--- src/rtl/mem_stage_dmem_if.sv ---
// Bundle between the memory stage, the pipeline around it and the data memory.
// The memory stage is the master: it takes the ex/mem fields plus the memory
// response and drives the dmem request, the stall and the mem/wb fields.
interface mem_stage_dmem_if;
    // ex/mem register fields
    logic        ex_valid;
    logic [6:0]  ex_opcode;
    logic [2:0]  ex_funct3;
    logic [31:0] ex_alu_out;
    logic [31:0] ex_rs2_v;
    // data memory
    logic        dmem_resp;
    logic [31:0] dmem_addr;
    logic [3:0]  dmem_rmask;
    logic [3:0]  dmem_wmask;
    logic [31:0] dmem_wdata;
    // pipeline control and mem/wb register
    logic        freeze_stall;
    logic        wb_valid;
    logic [31:0] wb_dmem_addr;
    logic [3:0]  wb_dmem_rmask;
    logic [3:0]  wb_dmem_wmask;
    logic [31:0] wb_dmem_wdata;
    logic        wb_misaligned;
    logic        dmem_timeout;

    modport master (
        input  ex_valid, ex_opcode, ex_funct3, ex_alu_out, ex_rs2_v, dmem_resp,
        output dmem_addr, dmem_rmask, dmem_wmask, dmem_wdata, freeze_stall,
               wb_valid, wb_dmem_addr, wb_dmem_rmask, wb_dmem_wmask,
               wb_dmem_wdata, wb_misaligned, dmem_timeout
    );

    modport slave (
        output ex_valid, ex_opcode, ex_funct3, ex_alu_out, ex_rs2_v, dmem_resp,
        input  dmem_addr, dmem_rmask, dmem_wmask, dmem_wdata, freeze_stall,
               wb_valid, wb_dmem_addr, wb_dmem_rmask, wb_dmem_wmask,
               wb_dmem_wdata, wb_misaligned, dmem_timeout
    );
endinterface

--- src/rtl/mem_stage_dmem.sv ---
// Memory stage data-memory request initiator for the in-order rv32i pipeline.
// Issues one-cycle load/store requests, stalls the pipeline until the memory
// responds, and registers the per-access fields needed by writeback.
module mem_stage_dmem #(
    parameter int unsigned TIMEOUT_CYCLES = 0
) (
    input  logic             clk,
    input  logic             rst,
    mem_stage_dmem_if.master bus
);

    localparam logic [6:0]  OP_LOAD     = 7'b0000011;
    localparam logic [6:0]  OP_STORE    = 7'b0100011;
    localparam logic [31:0] TIMEOUT_LIM = TIMEOUT_CYCLES;
    localparam logic        TIMEOUT_EN  = (TIMEOUT_CYCLES != 0);

    typedef enum logic [0:0] {
        ST_IDLE = 1'b0,
        ST_WAIT = 1'b1
    } state_e;

    // Byte enables for an aligned access of the size encoded in funct3.
    function automatic logic [3:0] mask_f(input logic [2:0] f3, input logic [1:0] a);
        logic [3:0] m;
        case (f3[1:0])
            2'b00:   m = 4'b0001 << a;
            2'b01:   m = 4'b0011 << {a[1], 1'b0};
            2'b10:   m = 4'b1111;
            default: m = 4'b0000;
        endcase
        return m;
    endfunction

    // Store data replicated on every lane so the write mask picks the lane.
    function automatic logic [31:0] wdata_f(input logic [2:0] f3, input logic [31:0] rs2);
        logic [31:0] d;
        case (f3[1:0])
            2'b00:   d = {4{rs2[7:0]}};
            2'b01:   d = {2{rs2[15:0]}};
            2'b10:   d = rs2;
            default: d = 32'h0000_0000;
        endcase
        return d;
    endfunction

    // Natural alignment check; unused funct3 encodings never qualify.
    function automatic logic aligned_f(input logic [2:0] f3, input logic [1:0] a);
        logic ok;
        case (f3)
            3'b000, 3'b100: ok = 1'b1;
            3'b001, 3'b101: ok = ~a[0];
            3'b010:         ok = (a == 2'b00);
            default:        ok = 1'b0;
        endcase
        return ok;
    endfunction

    state_e      state_q;
    logic [31:0] dmem_addr_q;
    logic [3:0]  dmem_rmask_q;
    logic [3:0]  dmem_wmask_q;
    logic [31:0] dmem_wdata_q;
    logic        wb_valid_q;
    logic [31:0] wb_dmem_addr_q;
    logic [3:0]  wb_dmem_rmask_q;
    logic [3:0]  wb_dmem_wmask_q;
    logic [31:0] wb_dmem_wdata_q;
    logic        wb_misaligned_q;
    logic        dmem_timeout_q;
    logic [31:0] wd_cnt_q;

    logic        is_load_s;
    logic        is_store_s;
    logic        mem_op_s;
    logic        misalign_s;
    logic        stall_s;
    logic        accept_s;
    logic [3:0]  rmask_d;
    logic [3:0]  wmask_d;
    logic [31:0] wdata_d;
    logic [31:0] wd_cnt_d;
    logic        timeout_d;

    // Combinational stall: a response in the same cycle releases the pipeline.
    assign stall_s  = (state_q == ST_WAIT) && !bus.dmem_resp;
    assign accept_s = !stall_s;

    // Decode the ex/mem instruction and build the request fields and watchdog next state.
    always_comb begin
        is_load_s  = bus.ex_valid && (bus.ex_opcode == OP_LOAD);
        is_store_s = bus.ex_valid && (bus.ex_opcode == OP_STORE);
        mem_op_s   = 1'b0;
        misalign_s = 1'b0;
        rmask_d    = 4'b0000;
        wmask_d    = 4'b0000;
        wdata_d    = 32'h0000_0000;
        if (is_load_s || is_store_s) begin
            if (aligned_f(bus.ex_funct3, bus.ex_alu_out[1:0])) begin
                mem_op_s = 1'b1;
                if (is_load_s) begin
                    rmask_d = mask_f(bus.ex_funct3, bus.ex_alu_out[1:0]);
                end else begin
                    wmask_d = mask_f(bus.ex_funct3, bus.ex_alu_out[1:0]);
                    wdata_d = wdata_f(bus.ex_funct3, bus.ex_rs2_v);
                end
            end else begin
                misalign_s = 1'b1;
            end
        end else begin
            mem_op_s   = 1'b0;
        end

        // Count stalled WAIT cycles, saturating at the limit (stays 0 when disabled).
        wd_cnt_d = 32'd0;
        if (stall_s) begin
            if (wd_cnt_q != TIMEOUT_LIM) begin
                wd_cnt_d = wd_cnt_q + 32'd1;
            end else begin
                wd_cnt_d = wd_cnt_q;
            end
        end else begin
            wd_cnt_d = 32'd0;
        end
        timeout_d = dmem_timeout_q || (TIMEOUT_EN && (wd_cnt_d == TIMEOUT_LIM));
    end

    // Request FSM, mem/wb register and watchdog state.
    always_ff @(posedge clk) begin
        if (!rst) begin
            state_q         <= ST_IDLE;
            dmem_addr_q     <= 32'h0000_0000;
            dmem_rmask_q    <= 4'b0000;
            dmem_wmask_q    <= 4'b0000;
            dmem_wdata_q    <= 32'h0000_0000;
            wb_valid_q      <= 1'b0;
            wb_dmem_addr_q  <= 32'h0000_0000;
            wb_dmem_rmask_q <= 4'b0000;
            wb_dmem_wmask_q <= 4'b0000;
            wb_dmem_wdata_q <= 32'h0000_0000;
            wb_misaligned_q <= 1'b0;
            dmem_timeout_q  <= 1'b0;
            wd_cnt_q        <= 32'd0;
        end else begin
            wd_cnt_q       <= wd_cnt_d;
            dmem_timeout_q <= timeout_d;
            if (accept_s) begin
                wb_valid_q      <= bus.ex_valid;
                wb_dmem_addr_q  <= bus.ex_alu_out;
                wb_misaligned_q <= misalign_s;
                wb_dmem_rmask_q <= rmask_d;
                wb_dmem_wmask_q <= wmask_d;
                wb_dmem_wdata_q <= wdata_d;
                dmem_rmask_q    <= rmask_d;
                dmem_wmask_q    <= wmask_d;
                if (mem_op_s) begin
                    dmem_addr_q  <= {bus.ex_alu_out[31:2], 2'b00};
                    dmem_wdata_q <= wdata_d;
                    state_q      <= ST_WAIT;
                end else begin
                    state_q      <= ST_IDLE;
                end
            end else begin
                // Still waiting: the request pulse is over, everything else holds.
                dmem_rmask_q <= 4'b0000;
                dmem_wmask_q <= 4'b0000;
                state_q      <= ST_WAIT;
            end
        end
    end

    assign bus.freeze_stall  = stall_s;
    assign bus.dmem_addr     = dmem_addr_q;
    assign bus.dmem_rmask    = dmem_rmask_q;
    assign bus.dmem_wmask    = dmem_wmask_q;
    assign bus.dmem_wdata    = dmem_wdata_q;
    assign bus.wb_valid      = wb_valid_q;
    assign bus.wb_dmem_addr  = wb_dmem_addr_q;
    assign bus.wb_dmem_rmask = wb_dmem_rmask_q;
    assign bus.wb_dmem_wmask = wb_dmem_wmask_q;
    assign bus.wb_dmem_wdata = wb_dmem_wdata_q;
    assign bus.wb_misaligned = wb_misaligned_q;
    assign bus.dmem_timeout  = dmem_timeout_q;

endmodule

--- src/flat_wrapper.sv ---
// flat-port wrapper written by rule: the top's interface ports become plain ports
module mem_stage_dmem_flat 
#(
    parameter int unsigned TIMEOUT_CYCLES = 0
)
  (clk, rst, bus_ex_valid, bus_ex_opcode, bus_ex_funct3, bus_ex_alu_out, bus_ex_rs2_v, bus_dmem_resp, bus_dmem_addr, bus_dmem_rmask, bus_dmem_wmask, bus_dmem_wdata, bus_freeze_stall, bus_wb_valid, bus_wb_dmem_addr, bus_wb_dmem_rmask, bus_wb_dmem_wmask, bus_wb_dmem_wdata, bus_wb_misaligned, bus_dmem_timeout);
  mem_stage_dmem_if bus_i ();
  input  logic clk;
  input  logic rst;
  input wire logic [$bits(bus_i.ex_valid)-1:0] bus_ex_valid;
  input wire logic [$bits(bus_i.ex_opcode)-1:0] bus_ex_opcode;
  input wire logic [$bits(bus_i.ex_funct3)-1:0] bus_ex_funct3;
  input wire logic [$bits(bus_i.ex_alu_out)-1:0] bus_ex_alu_out;
  input wire logic [$bits(bus_i.ex_rs2_v)-1:0] bus_ex_rs2_v;
  input wire logic [$bits(bus_i.dmem_resp)-1:0] bus_dmem_resp;
  output wire logic [$bits(bus_i.dmem_addr)-1:0] bus_dmem_addr;
  output wire logic [$bits(bus_i.dmem_rmask)-1:0] bus_dmem_rmask;
  output wire logic [$bits(bus_i.dmem_wmask)-1:0] bus_dmem_wmask;
  output wire logic [$bits(bus_i.dmem_wdata)-1:0] bus_dmem_wdata;
  output wire logic [$bits(bus_i.freeze_stall)-1:0] bus_freeze_stall;
  output wire logic [$bits(bus_i.wb_valid)-1:0] bus_wb_valid;
  output wire logic [$bits(bus_i.wb_dmem_addr)-1:0] bus_wb_dmem_addr;
  output wire logic [$bits(bus_i.wb_dmem_rmask)-1:0] bus_wb_dmem_rmask;
  output wire logic [$bits(bus_i.wb_dmem_wmask)-1:0] bus_wb_dmem_wmask;
  output wire logic [$bits(bus_i.wb_dmem_wdata)-1:0] bus_wb_dmem_wdata;
  output wire logic [$bits(bus_i.wb_misaligned)-1:0] bus_wb_misaligned;
  output wire logic [$bits(bus_i.dmem_timeout)-1:0] bus_dmem_timeout;
  assign bus_i.ex_valid = bus_ex_valid;
  assign bus_i.ex_opcode = bus_ex_opcode;
  assign bus_i.ex_funct3 = bus_ex_funct3;
  assign bus_i.ex_alu_out = bus_ex_alu_out;
  assign bus_i.ex_rs2_v = bus_ex_rs2_v;
  assign bus_i.dmem_resp = bus_dmem_resp;
  assign bus_dmem_addr = bus_i.dmem_addr;
  assign bus_dmem_rmask = bus_i.dmem_rmask;
  assign bus_dmem_wmask = bus_i.dmem_wmask;
  assign bus_dmem_wdata = bus_i.dmem_wdata;
  assign bus_freeze_stall = bus_i.freeze_stall;
  assign bus_wb_valid = bus_i.wb_valid;
  assign bus_wb_dmem_addr = bus_i.wb_dmem_addr;
  assign bus_wb_dmem_rmask = bus_i.wb_dmem_rmask;
  assign bus_wb_dmem_wmask = bus_i.wb_dmem_wmask;
  assign bus_wb_dmem_wdata = bus_i.wb_dmem_wdata;
  assign bus_wb_misaligned = bus_i.wb_misaligned;
  assign bus_dmem_timeout = bus_i.dmem_timeout;
  mem_stage_dmem #(.TIMEOUT_CYCLES(TIMEOUT_CYCLES)) u_core (.clk(clk), .rst(rst), .bus(bus_i));
endmodule
--- config.mk ---
export PLATFORM = sky130hd
export DESIGN_NAME = mem_stage_dmem_flat
export DESIGN_NICKNAME = d
export VERILOG_FILES = /design/src/rtl/mem_stage_dmem_if.sv /design/src/rtl/mem_stage_dmem.sv /design/src/flat_wrapper.sv
export SDC_FILE = /design/constraint.sdc
export NUM_CORES = 1
export LEC_CHECK = 0
export ABC_AREA = 1
export BUFFER_PORTS_ARGS = -buffer_cell sky130_fd_sc_hd__buf_2
export CAP_MARGIN = 20
export CELL_PAD_IN_SITES_DETAIL_PLACEMENT = 0
export CELL_PAD_IN_SITES_GLOBAL_PLACEMENT = 1
export CORE_ASPECT_RATIO = 1.1
export CORE_UTILIZATION = 33
export DETAILED_ROUTE_END_ITERATION = 12
export GPL_ROUTABILITY_DRIVEN = 0
export GPL_TIMING_DRIVEN = 1
export HOLD_SLACK_MARGIN = 0.15
export PLACE_DENSITY_LB_ADDON = 0.1
export SLEW_MARGIN = 20
export SYNTH_ARGS = -nofsm -noshare
export SYNTH_HDL_FRONTEND = slang
export SYNTH_SLANG_ARGS = --single-unit
--- constraint.sdc ---
create_clock -name clk -period 1.6 [get_ports clk]
set_input_delay 0.32 -clock clk [delete_from_list [all_inputs] [get_ports clk]]
set_output_delay 0.32 -clock clk [all_outputs]
set_load 0.01 [all_outputs]
* Word-level counts from Yosys, hierarchy flattened *
Index checks and enable logic that the tools add are counted.

cells by class
  equal/unequal tests = 8
  shift operators = 2
  reductions and logical operators = 12
  mux-type cells = 19
  bitwise logic cells = 3

operators with widths
  cell                                                  number
  two-way mux 32 bit                                    3
  one-hot mux 32 bit (3 select lines)                   1
  two-way mux 4 bit                                     6
  one-hot mux 4 bit (3 select lines)                    1
  equality test 7 x 2 -> 1 bit (second input constant)  1
  equality test 7 x 6 -> 1 bit (second input constant)  1
  two-way mux 1 bit                                     7
  equality test 3 bit (second input constant)           2
  OR reduction 2 bit                                    3
  zero test 2 bit                                       2
  left shift 1 x 2 -> 4 bit (first input constant)      1
  left shift 2 x 2 -> 4 bit (first input constant)      1
  equality test 3 x 1 -> 1 bit (second input constant)  1
  equality test 3 x 2 -> 1 bit (second input constant)  1
  logical AND 1 bit                                     3
  zero test 3 bit                                       1
  NOT 1 bit                                             3
  one-hot mux 1 bit (3 select lines)                    1
  equality test 2 x 1 -> 1 bit (second input constant)  1
  equality test 2 bit (second input constant)           1
  AND reduction 2 bit                                   1
  zero test 1 bit                                       1
  logical OR 1 bit                                      1

word-level totals
  output and inout bits = 148
  input port bits = 78
  bits in registers = 145
  word-level logic and storage cells = 55

* Depth between registers and ports, before layout *
  depth after elaboration = 8
  depth in mapped cells = 10
  mapped depth without buffers = 8

* Worst setup path after synthesis *
OpenSTA, ideal clock, no wires.

  kind = input to register
  start = input port bus_dmem_resp
  end = register u_core.wb_dmem_wdata_q[11], in the netlist u_core.bus.wb_dmem_wdata[11]
  setup slack = 227 ps
  required time = 1541 ps
  library setup time = 59 ps
  stages on the path = 7
  arrival = 1314 ps
  path through = nor2_2 > nand2_1 > inv_1 > buf_2 > clkbuf_1 > nand2_1 > nand2_1

on the way
  longest elaborated chain between the ends = 2

ends and longest elaborated chain
  what                    line                   text
  start: declaration      flat_wrapper.sv:15     input wire logic [$bits(bus_i.dmem_resp)-1:0] bus_dmem_resp;
  zero test 1 bit         mem_stage_dmem.sv:85   assign stall_s = (state_q == ST_WAIT) && !bus.dmem_resp;
  logical AND 1 bit       mem_stage_dmem.sv:85
  end signal: assignment  mem_stage_dmem.sv:152  wb_dmem_wdata_q <= wdata_d;
  end: declaration        mem_stage_dmem.sv:67   logic [31:0] wb_dmem_wdata_q;

Every way passes these cells.
A chain may end at the register's enable or synchronous reset.

* Worst setup path in the final report *
  start = register u_core.state_q
  end = output port bus_freeze_stall

on the way
  longest elaborated chain between the ends = 1

ends and longest elaborated chain
  what                      line                   text
  start: declaration        mem_stage_dmem.sv:58   state_e state_q;
  start signal: assignment  mem_stage_dmem.sv:130  state_q <= ST_IDLE;
  start signal: assignment  mem_stage_dmem.sv:158  state_q <= ST_WAIT;
  start signal: assignment  mem_stage_dmem.sv:160  state_q <= ST_IDLE;
  logical AND 1 bit         mem_stage_dmem.sv:85
  end: declaration          flat_wrapper.sv:20     output wire logic [$bits(bus_i.freeze_stall)-1:0] bus_freeze_stall;

Every way passes these cells.

==> flow_summary.toml <==
[run_status]
run_status = "finished, final reports clean"

[setup_path]
worstPathBufferInverterCount = 2
critPathLaunch = "u_core.state_q$_SDFF_PN0_"
critical_path.top_delay_family = "flip-flops"
critical_path.max_fanout = 5
worst_ep_required_time_ps = 1280
crit_slowest_cell = "dfxtp_1"
crit_type = "flip-flop to output pin"
crit_chain = "inv_1, nor2_2, buf_2"
worst_r2r_startpoint = "u_core.state_q$_SDFF_PN0_"
worst_setup_path_start_kind = "flip-flop"
worst-endpoint-arrival_ps = 1220
worst_path_largest_cell_delay_ps = 310
worst_setup_path_end_kind = "output pin"

[final_layout]
area_growth_syn_to_layout_pct = 38.15
n_fill_cell = 1673
mostFrequentLayoutCell = "nand2_1"
fin_util_pct = 47.31
post_route_cells_drive_above_1_share_pct = 30.50
finish.cell_count_without_fillers = 1165
mostFrequentLayoutCells = "nand2_1, buf_2, dfxtp_1"
fin_nets = 1029

[floorplanning]
die_h_um = 136.8
core_region_area_mm2 = 0.01592
start_util_pct = 34.25
dieWidth_um = 124.5
dieArea_mm2 = 0.01703
core.rowCount = 48
io_pins = 226

[clock_network]
number_of_buffers_inserted_during_clock_tree_synthesis = 17
root_buffer = "clkbuf_16"
postCtsSetupRepairBufs = 0
clock_sinks = 145
clock_insertion_delay_worst_skew_ps = 420
tritoncts = "built"
clkTransAtPathRegs_ps = 60
cts_max_level = 4
max-clock-path-buffers = 2

[route]
drc_errors = 0
detail_route.wirelength_um = 17080
drt-pass1-iter-count = 5
total_number_of_vias = 5436
antenna_violating_nets_post_route = 0
drt_first_iter_violations = 277
wl_per_cell_um = 14.66
routed_via_density = 4.666

[placed_design]
preCtsSetupSlack_ps = -145.1
dp.cells = 1128
detailedPlacementHpwl_um = 12330
port-buffer-count = 222

[grt]
grt_max_degree = 45
first_global_vias = 5336
initial_antenna_violation_count = 1
track_usage_pct = 20.48
grt_pass1_wl_um = 27270
grt_overflow_total = 0

[timing]
final_max_slew_viol_count = 0
tightestPinTransition_ps = 773.2
setup_ws_ps = 63.13
final.period_utilization_pct = 96.05
maxClockFrequency_ghz = 0.6507
finalClockSkew_ps = 6.252
maxSlewHeadroom_pct = 48.40
hold_violations = 0
report.final.setup_viol = 0
layout_min_cycle_time_ps = 1537
rsz0062_at_grt = "false"

[power_and_ir_drop]
combinationalPowerShare_pct = 6.6
power.leakage_uw = 0.004091
p_switching_uw = 1954
seq_power_share_pct = 45.0
switching_share_pct = 23.86
cell_internal_pwr_uw = 6235
largest_voltage_drop_on_the_vdd_net_uv = 648.4
power.share.clock_pct = 48.4
p_per_area_mw_per_mm2 = 1088

[hold_path]
hold_start = "bus_ex_alu_out[23]"
worstHoldPathType = "input pin to flip-flop"

[synthesis]
synth_area_per_cell_um2 = 7.528
synth-seq-cells = 145
ys_seq_area_share_pct = 53.26
post_synth_num_cell_types = 25
synth_area_mm2 = 0.005450
ys.warnings.count = 0
syn_inst_count = 724

[job]
max-cap-violations = 0
-- timing repair --
item	4_1_cts	5_1_grt
setup endpoints to repair	0	0
resized for setup	0	0
hold buffers	4	0
endpoints found under the hold margin	8	0
-- power groups by stage --
stage	Sequential, uW	Clock (uW)	Combinational (uW)
CTS	3680	4050	548
floorplan	3790	0	242
global route	3690	4230	605
finish	3680	3960	541
global placement	3760	0	534
detailed placement	3760	0	538
-- routing by layer --
layer	GRT usage (%)	vias up	part of all wire, %	wire length (um)
met2	36.03	176	49	8436
li1	-	2745	-	-
met4	6.225	0	1.4	242
met1	23.47	2495	41	7045
met3	6.919	20	7.9	1350
met5	0	-	0	0
-- sequential cells by signal (all words and copies together) (netlist names) --
name,flops
u_core.bus.dmem_addr,30
u_core.bus.dmem_rmask,4
u_core.bus.dmem_wdata,32
u_core.bus.dmem_wmask,4
u_core.bus.wb_dmem_addr,32
u_core.bus.wb_dmem_rmask,4
u_core.bus.wb_dmem_wdata,32
u_core.bus.wb_dmem_wmask,4
u_core.bus.wb_misaligned,1
u_core.bus.wb_valid,1
u_core.state_q,1
-- cell families (layout without fill, tap and decap cells) --
| kind of cell | Yosys count | in the layout | share of synthesized area [%] |
|---|---|---|---|
| compound gates | 55 | 55 | 6.038 |
| other cells | 1 | 4 | 0.06880 |
| simple gates | 425 | 425 | 32.90 |
| flops | 145 | 145 | 53.26 |
| buf+inv | 98 | 336 | 7.736 |
-- path summary, 6_finish.rpt --
path | endpoint | cells after the start | slack, ps
worst max-delay path | bus_freeze_stall | 3 | 60
worst min-delay path | u_core.bus.wb_dmem_addr[23]$_SDFFE_PN0N_ | 3 | 170
worst max register to register | u_core.bus.dmem_wdata[0]$_SDFFE_PN0P_ | 8 | 210
worst min register to register | u_core.bus.wb_dmem_wdata[19]$_SDFFE_PN0N_ | 2 | 450
-- area by class of cell --
type                            instances  area (um^2)  area share, %
Antenna cell                            1        2.502        0.03323
Clock buffer                           18        439.2          5.833
Clock inverter                         14        155.1          2.060
Inverter                               54        202.7          2.692
Multi-Input combinational cell        483         2146          28.50
Sequential cell                       145         2903          38.55
Tap cell                              200        250.2          3.323
Timing Repair Buffer                  250         1431          19.01
-- per-stage QoR --
step           hold WS [ps]  area (um^2)  total power (uW)  TNS, ps
2_1_floorplan         454.9         5458              4029        0
3_3_place_gp          432.9         6883              4296   -30870
3_5_place_dp          436.6         6893              4302    -6732
4_1_cts               156.4         7527              8281        0
5_1_grt               165.4         7527              8522        0
6_report              170.1         7530              8190        0
-- cells in the mapped netlist --
| cell type | count | area share (%) |
|---|---|---|
| a31oi_1 | 2 | 0.23 |
| nor3_1 | 1 | 0.092 |
| clkbuf_1 | 11 | 0.76 |
| a22o_1 | 13 | 2.1 |
| buf_2 | 19 | 1.7 |
| nand3b_1 | 8 | 1.1 |
| conb_1 | 1 | 0.069 |
| dfxtp_1 | 145 | 53 |
| nand4_2 | 1 | 0.23 |
| buf_4 | 4 | 0.55 |
| nor2_2 | 2 | 0.23 |
| buf_1 | 8 | 0.55 |
| nor2_1 | 80 | 5.5 |
| nor2_4 | 2 | 0.41 |
| inv_1 | 50 | 3.4 |
| nand2_1 | 226 | 16 |
| buf_6 | 2 | 0.41 |
| nand3_1 | 103 | 9.5 |
| o21ai_1 | 3 | 0.28 |
| o21ai_0 | 34 | 3.1 |
| inv_2 | 4 | 0.28 |
| nand3_2 | 1 | 0.18 |
| nand2_2 | 1 | 0.11 |
| a21oi_1 | 2 | 0.18 |
| o31ai_1 | 1 | 0.14 |
-- tightest hold or removal path, cell delays in order --
cell,delay (ps)
buf_2,70
inv_1,50
o21ai_1,110
No activity file was read; power rests on OpenSTA's default activity.
